`src/rtl/inst_seq_ctrl_if.sv`:
```
// Instruction-issue bus of the sequencer.
//
// Carries the valid/ready instruction handshake towards the datapath and the
// loop-control inputs that steer the next program counter.
//
// Handshake: the master raises inst_valid with inst_pc and holds both stable
// until a cycle where inst_valid & inst_ready (and no datapath stall) is seen
// at the clock edge; that cycle is the one transfer. The slave may drive
// inst_ready freely, it never depends on inst_valid.
//
// Signals
//   inst_valid      master -> slave  inst_pc carries an instruction to run
//   inst_ready      slave  -> master datapath accepts the current instruction
//   inst_pc         master -> slave  current program counter
//   inst_loop_mode  slave  -> master 0 linear program, 1..3 loop nest depth
//   inst_last_addr  slave  -> master final PC of a linear program
//   inst_jump       slave  -> master loop-control jump request for inst_pc
//   inst_jump_addr  slave  -> master jump target
//   inst_loop_done  slave  -> master outermost loop complete at inst_pc
interface inst_seq_ctrl_if #(
  parameter int unsigned AW = 32
) ();
  logic          inst_valid;
  logic          inst_ready;
  logic [AW-1:0] inst_pc;
  logic [1:0]    inst_loop_mode;
  logic [AW-1:0] inst_last_addr;
  logic          inst_jump;
  logic [AW-1:0] inst_jump_addr;
  logic          inst_loop_done;

  modport master (
    output inst_valid,
    output inst_pc,
    input  inst_ready,
    input  inst_loop_mode,
    input  inst_last_addr,
    input  inst_jump,
    input  inst_jump_addr,
    input  inst_loop_done
  );

  modport slave (
    input  inst_valid,
    input  inst_pc,
    output inst_ready,
    output inst_loop_mode,
    output inst_last_addr,
    output inst_jump,
    output inst_jump_addr,
    output inst_loop_done
  );
endinterface

```
`src/rtl/inst_seq_ctrl.sv`:
```
// Instruction sequencer.
//
// Owns the program counter, offers one instruction address at a time on the
// issue bus and, on every accepted instruction, picks the next PC: program
// end, loop-control jump, or increment (wrapping at the top of instruction
// memory). A debug mode halts issue and allows single steps.
//
// Ports
//   clk_i        clock
//   rst_ni       asynchronous active-low reset
//   clr_i        synchronous soft clear (back to IDLE, PC 0, error cleared)
//   start_i      start the program at PC 0 (ignored while busy)
//   stall_i      datapath stall, blocks the transfer
//   dbg_en_i     debug mode: halt issue
//   dbg_step_i   issue exactly one instruction while halted
//   bus          issue bus (master side): valid/ready/pc plus loop-control inputs
//   busy_o       program in progress (RUN, DBG_HALT, DBG_STEP)
//   done_o       one-cycle pulse when the program completes
//   addr_err_o   sticky: a jump targeted an address outside instruction memory
//   dbg_state_o  current FSM state, for observation only
module inst_seq_ctrl #(
  parameter int unsigned InstMemAddrWidth = 32,
  parameter int unsigned InstMemDepth     = 1024
) (
  input  logic                   clk_i,
  input  logic                   rst_ni,
  input  logic                   clr_i,
  input  logic                   start_i,
  input  logic                   stall_i,
  input  logic                   dbg_en_i,
  input  logic                   dbg_step_i,
  inst_seq_ctrl_if.master        bus,
  output logic                   busy_o,
  output logic                   done_o,
  output logic                   addr_err_o,
  output logic [2:0]             dbg_state_o
);

  localparam logic [2:0] StIdle    = 3'd0;
  localparam logic [2:0] StRun     = 3'd1;
  localparam logic [2:0] StDbgHalt = 3'd2;
  localparam logic [2:0] StDbgStep = 3'd3;
  localparam logic [2:0] StDone    = 3'd4;

  // Highest legal PC; anything above it is outside instruction memory.
  localparam logic [InstMemAddrWidth-1:0] LastPc =
    InstMemAddrWidth'(InstMemDepth - 1);

  logic [2:0]                  state_q, state_d;
  logic [InstMemAddrWidth-1:0] pc_q, pc_d;
  logic                        addr_err_q, addr_err_d;

  logic                        issuing;
  logic                        fire;
  logic                        end_hit;
  logic                        jump_bad;
  logic [InstMemAddrWidth-1:0] pc_inc;

  // Valid is a pure decode of the state so it never depends on stall_i or
  // ready; the PC register only moves on a transfer, which keeps inst_pc
  // stable for as long as valid is waiting.
  assign issuing = (state_q == StRun) || (state_q == StDbgStep);
  assign fire    = issuing & bus.inst_ready & ~stall_i;

  // Next-PC ingredients, only meaningful in a fire cycle.
  always_comb begin
    end_hit  = 1'b0;
    jump_bad = 1'b0;
    pc_inc   = '0;
    if (bus.inst_loop_mode == 2'd0) begin
      end_hit = (pc_q == bus.inst_last_addr);
    end else begin
      end_hit = bus.inst_loop_done;
    end
    jump_bad = bus.inst_jump && (bus.inst_jump_addr > LastPc);
    pc_inc   = (pc_q == LastPc) ? '0 : pc_q + 1'b1;
  end

  always_comb begin
    state_d    = state_q;
    pc_d       = pc_q;
    addr_err_d = addr_err_q;

    unique case (state_q)
      StIdle: begin
        if (start_i) begin
          pc_d       = '0;
          addr_err_d = 1'b0;
          state_d    = dbg_en_i ? StDbgHalt : StRun;
        end
      end

      StRun, StDbgStep: begin
        // End beats jump, jump beats increment. A program end or a bad
        // jump target leaves the PC on the last issued instruction.
        if (fire) begin
          if (end_hit) begin
            state_d = StDone;
          end else if (bus.inst_jump) begin
            if (jump_bad) begin
              addr_err_d = 1'b1;
              state_d    = StDone;
            end else begin
              pc_d = bus.inst_jump_addr;
            end
          end else begin
            pc_d = pc_inc;
          end
        end
        // Completion wins over any debug transition. A step lasts until
        // its instruction is taken; a halt request in RUN takes effect
        // immediately, with the PC update of a coincident transfer kept.
        if (state_d != StDone) begin
          if (state_q == StDbgStep) begin
            if (fire) state_d = StDbgHalt;
          end else if (dbg_en_i) begin
            state_d = StDbgHalt;
          end
        end
      end

      StDbgHalt: begin
        if (!dbg_en_i) begin
          state_d = StRun;
        end else if (dbg_step_i) begin
          state_d = StDbgStep;
        end
      end

      StDone: begin
        state_d = StIdle;
      end

      default: begin
        state_d = StIdle;
      end
    endcase

    // Soft clear overrides everything; leaving DONE is not needed for the
    // pulse to be suppressed because the state goes straight to IDLE.
    if (clr_i) begin
      state_d    = StIdle;
      pc_d       = '0;
      addr_err_d = 1'b0;
    end
  end

  always_ff @(posedge clk_i or negedge rst_ni) begin
    if (!rst_ni) begin
      state_q    <= StIdle;
      pc_q       <= '0;
      addr_err_q <= 1'b0;
    end else begin
      state_q    <= state_d;
      pc_q       <= pc_d;
      addr_err_q <= addr_err_d;
    end
  end

  assign bus.inst_valid = issuing;
  assign bus.inst_pc    = pc_q;
  assign busy_o         = (state_q == StRun) || (state_q == StDbgHalt) ||
                          (state_q == StDbgStep);
  assign done_o         = (state_q == StDone);
  assign addr_err_o     = addr_err_q;
  assign dbg_state_o    = state_q;

endmodule

```
`src/flat_wrapper.sv`:
```
// flat-port wrapper written by rule: the top's interface ports become plain ports
module inst_seq_ctrl_flat 
#(
  parameter int unsigned InstMemAddrWidth = 32,
  parameter int unsigned InstMemDepth     = 1024
)
  (clk_i, rst_ni, clr_i, start_i, stall_i, dbg_en_i, dbg_step_i, busy_o, done_o, addr_err_o, dbg_state_o, bus_inst_valid, bus_inst_pc, bus_inst_ready, bus_inst_loop_mode, bus_inst_last_addr, bus_inst_jump, bus_inst_jump_addr, bus_inst_loop_done);
  inst_seq_ctrl_if #(.AW(32)) bus_i ();
  input  logic clk_i;
  input  logic rst_ni;
  input  logic clr_i;
  input  logic start_i;
  input  logic stall_i;
  input  logic dbg_en_i;
  input  logic dbg_step_i;
  output logic busy_o;
  output logic done_o;
  output logic addr_err_o;
  output logic [2:0] dbg_state_o;
  output wire logic [$bits(bus_i.inst_valid)-1:0] bus_inst_valid;
  output wire logic [$bits(bus_i.inst_pc)-1:0] bus_inst_pc;
  input wire logic [$bits(bus_i.inst_ready)-1:0] bus_inst_ready;
  input wire logic [$bits(bus_i.inst_loop_mode)-1:0] bus_inst_loop_mode;
  input wire logic [$bits(bus_i.inst_last_addr)-1:0] bus_inst_last_addr;
  input wire logic [$bits(bus_i.inst_jump)-1:0] bus_inst_jump;
  input wire logic [$bits(bus_i.inst_jump_addr)-1:0] bus_inst_jump_addr;
  input wire logic [$bits(bus_i.inst_loop_done)-1:0] bus_inst_loop_done;
  assign bus_inst_valid = bus_i.inst_valid;
  assign bus_inst_pc = bus_i.inst_pc;
  assign bus_i.inst_ready = bus_inst_ready;
  assign bus_i.inst_loop_mode = bus_inst_loop_mode;
  assign bus_i.inst_last_addr = bus_inst_last_addr;
  assign bus_i.inst_jump = bus_inst_jump;
  assign bus_i.inst_jump_addr = bus_inst_jump_addr;
  assign bus_i.inst_loop_done = bus_inst_loop_done;
  inst_seq_ctrl #(.InstMemAddrWidth(InstMemAddrWidth), .InstMemDepth(InstMemDepth)) u_core (.clk_i(clk_i), .rst_ni(rst_ni), .clr_i(clr_i), .start_i(start_i), .stall_i(stall_i), .dbg_en_i(dbg_en_i), .dbg_step_i(dbg_step_i), .bus(bus_i), .busy_o(busy_o), .done_o(done_o), .addr_err_o(addr_err_o), .dbg_state_o(dbg_state_o));
endmodule
```
`config.mk`:
```
export PLATFORM = sky130hd
export DESIGN_NAME = inst_seq_ctrl_flat
export DESIGN_NICKNAME = d
export VERILOG_FILES = /design/src/rtl/inst_seq_ctrl_if.sv /design/src/rtl/inst_seq_ctrl.sv /design/src/flat_wrapper.sv
export SDC_FILE = /design/constraint.sdc
export NUM_CORES = 1
export LEC_CHECK = 0
export BUFFER_PORTS_ARGS = -buffer_cell sky130_fd_sc_hd__buf_2
export CORE_MARGIN = 10
export CORE_UTILIZATION = 40
export CTS_CLUSTER_SIZE = 8
export DETAILED_ROUTE_END_ITERATION = 10
export GPL_TIMING_DRIVEN = 1
export PLACE_DENSITY = 0.79
export SYNTH_ARGS = -nofsm -noshare
export SYNTH_HDL_FRONTEND = slang
export SYNTH_SLANG_ARGS = --single-unit
```
`constraint.sdc`:
```
create_clock -name clk_i -period 2.9 [get_ports clk_i]
set_input_delay 0 -clock clk_i [delete_from_list [all_inputs] [get_ports clk_i]]
set_output_delay 0 -clock clk_i [all_outputs]
set_load 0.01 [all_outputs]
```
==> flow_results.xml <==
<?xml version="1.0" encoding="UTF-8"?>
<metrics>
  <group name="power">
    <metric name="switching_share" unit="">0.297</metric>
    <metric name="totalPowerFinal" unit="uW">1150</metric>
    <metric name="p_sw" unit="uW">341</metric>
    <metric name="seq_power_share" unit="">0.449</metric>
    <metric name="p_clk_frac" unit="">0.338</metric>
    <metric name="powerDensity" unit="mW/mm^2">298</metric>
    <metric name="irDropWorstVdd" unit="mV">0.151</metric>
    <metric name="total_leakage_power" unit="uW">0.00168</metric>
    <metric name="power.internal" unit="uW">808</metric>
    <metric name="power.share.combinational" unit="">0.212</metric>
  </group>
  <group name="sta">
    <metric name="slew-limit-headroom" unit="">0.398</metric>
    <metric name="report.final.hold_viol_count" unit="">0</metric>
    <metric name="timing.fmax" unit="MHz">401</metric>
    <metric name="final_min_period_over_clock_period" unit="">0.861</metric>
    <metric name="finalWorstPathRequiredPeriod" unit="ps">2500</metric>
    <metric name="report.final.setup_viol" unit="">0</metric>
    <metric name="unrepaired_setup_endpoints_after_global_routing" unit="">false</metric>
    <metric name="final.setup.tns" unit="ps">0</metric>
    <metric name="worst_slew_pin_slew" unit="ps">903</metric>
    <metric name="slew_viol_final" unit="">0</metric>
    <metric name="timing.clock.skew" unit="ps">4.02</metric>
    <metric name="post_layout_worst_setup_margin" unit="ps">404</metric>
  </group>
  <group name="clocking">
    <metric name="worstSkewPairLatency" unit="ps">300</metric>
    <metric name="post-cts-setup-buffer-count" unit="">0</metric>
    <metric name="post_cts.resized_instances" unit="">0</metric>
    <metric name="path_clk_slew" unit="ps">70</metric>
    <metric name="cts-root-buf" unit="">clkbuf_8</metric>
    <metric name="tritoncts_clock_tree" unit="">done</metric>
    <metric name="htree_levels" unit="">2</metric>
    <metric name="cts_buffers" unit="">5</metric>
    <metric name="clock_tree.buffer_depth" unit="">2</metric>
    <metric name="cts.sinks" unit="">36</metric>
    <metric name="ctsHoldBuffers" unit="">5</metric>
  </group>
  <group name="yosys">
    <metric name="yosysSeqAreaShare" unit="">0.293</metric>
    <metric name="synth.most_common_cell" unit="">nand3_1</metric>
    <metric name="yosys.cell_types.count" unit="">54</metric>
    <metric name="synth_simple_gate_area_share" unit="">0.325</metric>
    <metric name="post_synth_fa_ha_maj_area_fraction" unit="">0.00407</metric>
    <metric name="synthesis.yosys.warnings" unit="">0</metric>
    <metric name="synth_enable_flop_cells" unit="">0</metric>
    <metric name="average_instance_area_after_synthesis" unit="sq um">8.08</metric>
    <metric name="ys_dominant_reg_cell" unit="">dfrtp_1</metric>
    <metric name="synth-seq-cells" unit="">36</metric>
    <metric name="synth.top_cell.area_share" unit="">0.293</metric>
    <metric name="synth_top_family_by_area" unit="">simple AND/OR/NAND/NOR gates</metric>
    <metric name="synthTopCellsByCount" unit="">51 x nand3_1, 36 x dfrtp_1, 33 x xnor2_1</metric>
    <metric name="synth_area_leader_cell" unit="">dfrtp_1</metric>
    <metric name="async_flop_share" unit="">1.00</metric>
    <metric name="synth-compound-area-share" unit="">0.208</metric>
    <metric name="postSynthNetCount" unit="">457</metric>
    <metric name="synth.mux.area_fraction" unit="">0.00693</metric>
    <metric name="ys_top_cells_by_area" unit="">dfrtp_1 29%, xnor2_1 9.4%, nand3_1 8.3%</metric>
    <metric name="netlist_instances" unit="">380</metric>
    <metric name="synthXorXnorAreaFrac" unit="">0.0970</metric>
    <metric name="mapped_area" unit="sq mm">0.00307</metric>
  </group>
  <group name="routing">
    <metric name="route.vias.total" unit="">3620</metric>
    <metric name="routed_length_per_placed_instance" unit="microns">21.2</metric>
    <metric name="drt.antenna.violating_nets" unit="">0</metric>
    <metric name="post-route-drc-count" unit="">0</metric>
    <metric name="detailedRoute.firstIterationViolations" unit="">309</metric>
    <metric name="dr.pass1.iters" unit="">5</metric>
    <metric name="wirelength" unit="microns">12500</metric>
    <metric name="drt-vias-per-instance" unit="">6.15</metric>
  </group>
  <group name="layout">
    <metric name="seqCellArea" unit="sq um">901</metric>
    <metric name="layout.filler_cells" unit="">766</metric>
    <metric name="stdcell_count" unit="">589</metric>
    <metric name="design.final.nets" unit="">566</metric>
    <metric name="multi_input_comb_area" unit="sq mm">0.00197</metric>
    <metric name="drive_gt1_frac" unit="">0.302</metric>
    <metric name="num_antenna_cells" unit="">0</metric>
    <metric name="layout-area-overhead-vs-synth" unit="%">25.6</metric>
    <metric name="final_core_utilization" unit="">0.523</metric>
  </group>
  <group name="flow_run">
    <metric name="max_cap_viol_count" unit="">0</metric>
  </group>
  <group name="die">
    <metric name="placement_rows" unit="">31</metric>
    <metric name="die_area" unit="sq mm">0.0116</metric>
    <metric name="start_util" unit="">0.417</metric>
    <metric name="num_io_pins" unit="">115</metric>
    <metric name="core-area" unit="sq mm">0.00737</metric>
    <metric name="floorplan.die.height" unit="microns">108</metric>
    <metric name="floorplan.die.width" unit="microns">108</metric>
  </group>
  <group name="place">
    <metric name="dpl.hpwl" unit="microns">9570</metric>
    <metric name="routabilityCongestion" unit="">0.931</metric>
    <metric name="placement.io_buffers" unit="">114</metric>
    <metric name="pre_cts_ws" unit="ps">448</metric>
    <metric name="dp_cells" unit="">576</metric>
  </group>
  <group name="min_path">
    <metric name="timing.hold.worst.class" unit="">input pin to flop</metric>
    <metric name="hold_path_end" unit="">u_core.bus.inst_pc[2]</metric>
    <metric name="worstHoldPathCells" unit="">3</metric>
    <metric name="hp-start" unit="">bus_inst_jump_addr[2]</metric>
  </group>
  <group name="global_routing">
    <metric name="maximum_number_of_pins_on_one_net_before_global_route_repair" unit="">48</metric>
    <metric name="number_of_global_route_vias_before_repair" unit="">3572</metric>
    <metric name="antenna_violations_before_repair" unit="">0</metric>
    <metric name="grt_use_total" unit="">0.207</metric>
    <metric name="global_route.overflow_total" unit="">0</metric>
    <metric name="grt_first_pass_wirelength" unit="microns">19300</metric>
  </group>
  <group name="setup_path">
    <metric name="reg2reg_from" unit="">u_core.bus.inst_pc[18]</metric>
    <metric name="critical_path_arrival" unit="ps">2660</metric>
    <metric name="ff2ff_path_depth" unit="">6</metric>
    <metric name="worstSetupStartpointType" unit="">flop</metric>
    <metric name="worst_setup_path_end_kind" unit="">flop</metric>
    <metric name="critical_path.max_fanout" unit="">18</metric>
    <metric name="critical_path.reg2reg.endpoint" unit="">u_core.bus.inst_pc[8]</metric>
    <metric name="r2r_slack" unit="ps">400</metric>
    <metric name="crit_required" unit="ps">3060</metric>
    <metric name="worst_path_class_setup" unit="">flop to flop</metric>
  </group>
  <group name="outcome">
    <metric name="outcome" unit="">complete, no violations</metric>
  </group>
</metrics>
cells by family after synthesis:
| family | after synthesis |
|---|---|
| simple gates | 181 |
| compound gates | 84 |
| buf+inv | 42 |
| flops | 36 |
| xor+xnor | 34 |
| mux | 2 |
| fa+ha+maj | 1 |
worst max path at each step:
stage,from,endpoint,cells after the start
floorplan,u_core.bus.inst_pc[0],u_core.bus.inst_pc[20],7
global placement,u_core.bus.inst_pc[22],u_core.bus.inst_pc[25],6
detailed placement,u_core.bus.inst_pc[18],u_core.bus.inst_pc[8],6
CTS,u_core.bus.inst_pc[18],u_core.bus.inst_pc[8],6
global route,u_core.bus.inst_pc[10],u_core.bus.inst_pc[15],6
finish,u_core.bus.inst_pc[18],u_core.bus.inst_pc[8],6
placed cells by master (no fill, tap or decap), types with 15 or more instances in the layout:
master / netlist / final
nand4_1: 25 / 25
o2bb2ai_1: 15 / 15
dfrtp_1: 36 / 36
nor2_1: 16 / 16
nand3_1: 51 / 51
a21oi_1: 15 / 15
xnor2_1: 33 / 33
buf_4: 0 / 15
nor3_1: 17 / 17
nand2_1: 27 / 27
buf_2: 16 / 114
power by group through the flow:
stage | Combinational [uW] | Clock, uW | Sequential (uW)
floorplan | 124 | 0 | 524
global placement | 235 | 0 | 525
detailed placement | 237 | 0 | 526
CTS | 243 | 394 | 516
global route | 267 | 409 | 518
finish | 244 | 389 | 516
flip-flops by register name (all words and copies together), names as in the netlist:
| name | count |
|---|---|
| u_core.dbg_state_o | 3 |
| u_core.addr_err_o | 1 |
| u_core.bus.inst_pc | 32 |
per-stage QoR:
stage | area, sq um | hold slack (ps)
6_report | 3850 | 4.09
5_1_grt | 3850 | 13.1
4_1_cts | 3850 | 2.15
3_5_place_dp | 3710 | 168
3_3_place_gp | 3710 | 153
2_1_floorplan | 3070 | -296
layer usage:
metal / GRT usage / routed length (microns)
met5: 0 / 0
met4: 0.0754 / 297
met3: 0.0551 / 1230
met2: 0.317 / 5730
met1: 0.272 / 5210
cell type report:
type,count,area share
multi-input cells,302,0.511
flip-flops and latches,36,0.234
well taps,99,0.0321
clock buffers,8,0.0234
inverters,10,0.00974
repair buffers,134,0.190
worst max-delay path: stages, from the launching register on:
cell      delay [ps]
dfrtp_1          510
xnor2_1          210
nand4_1          220
nor4_1           440
nand3_1          320
nand2_2          480
o221ai_2         170
(Power assumes the default switching activity.)
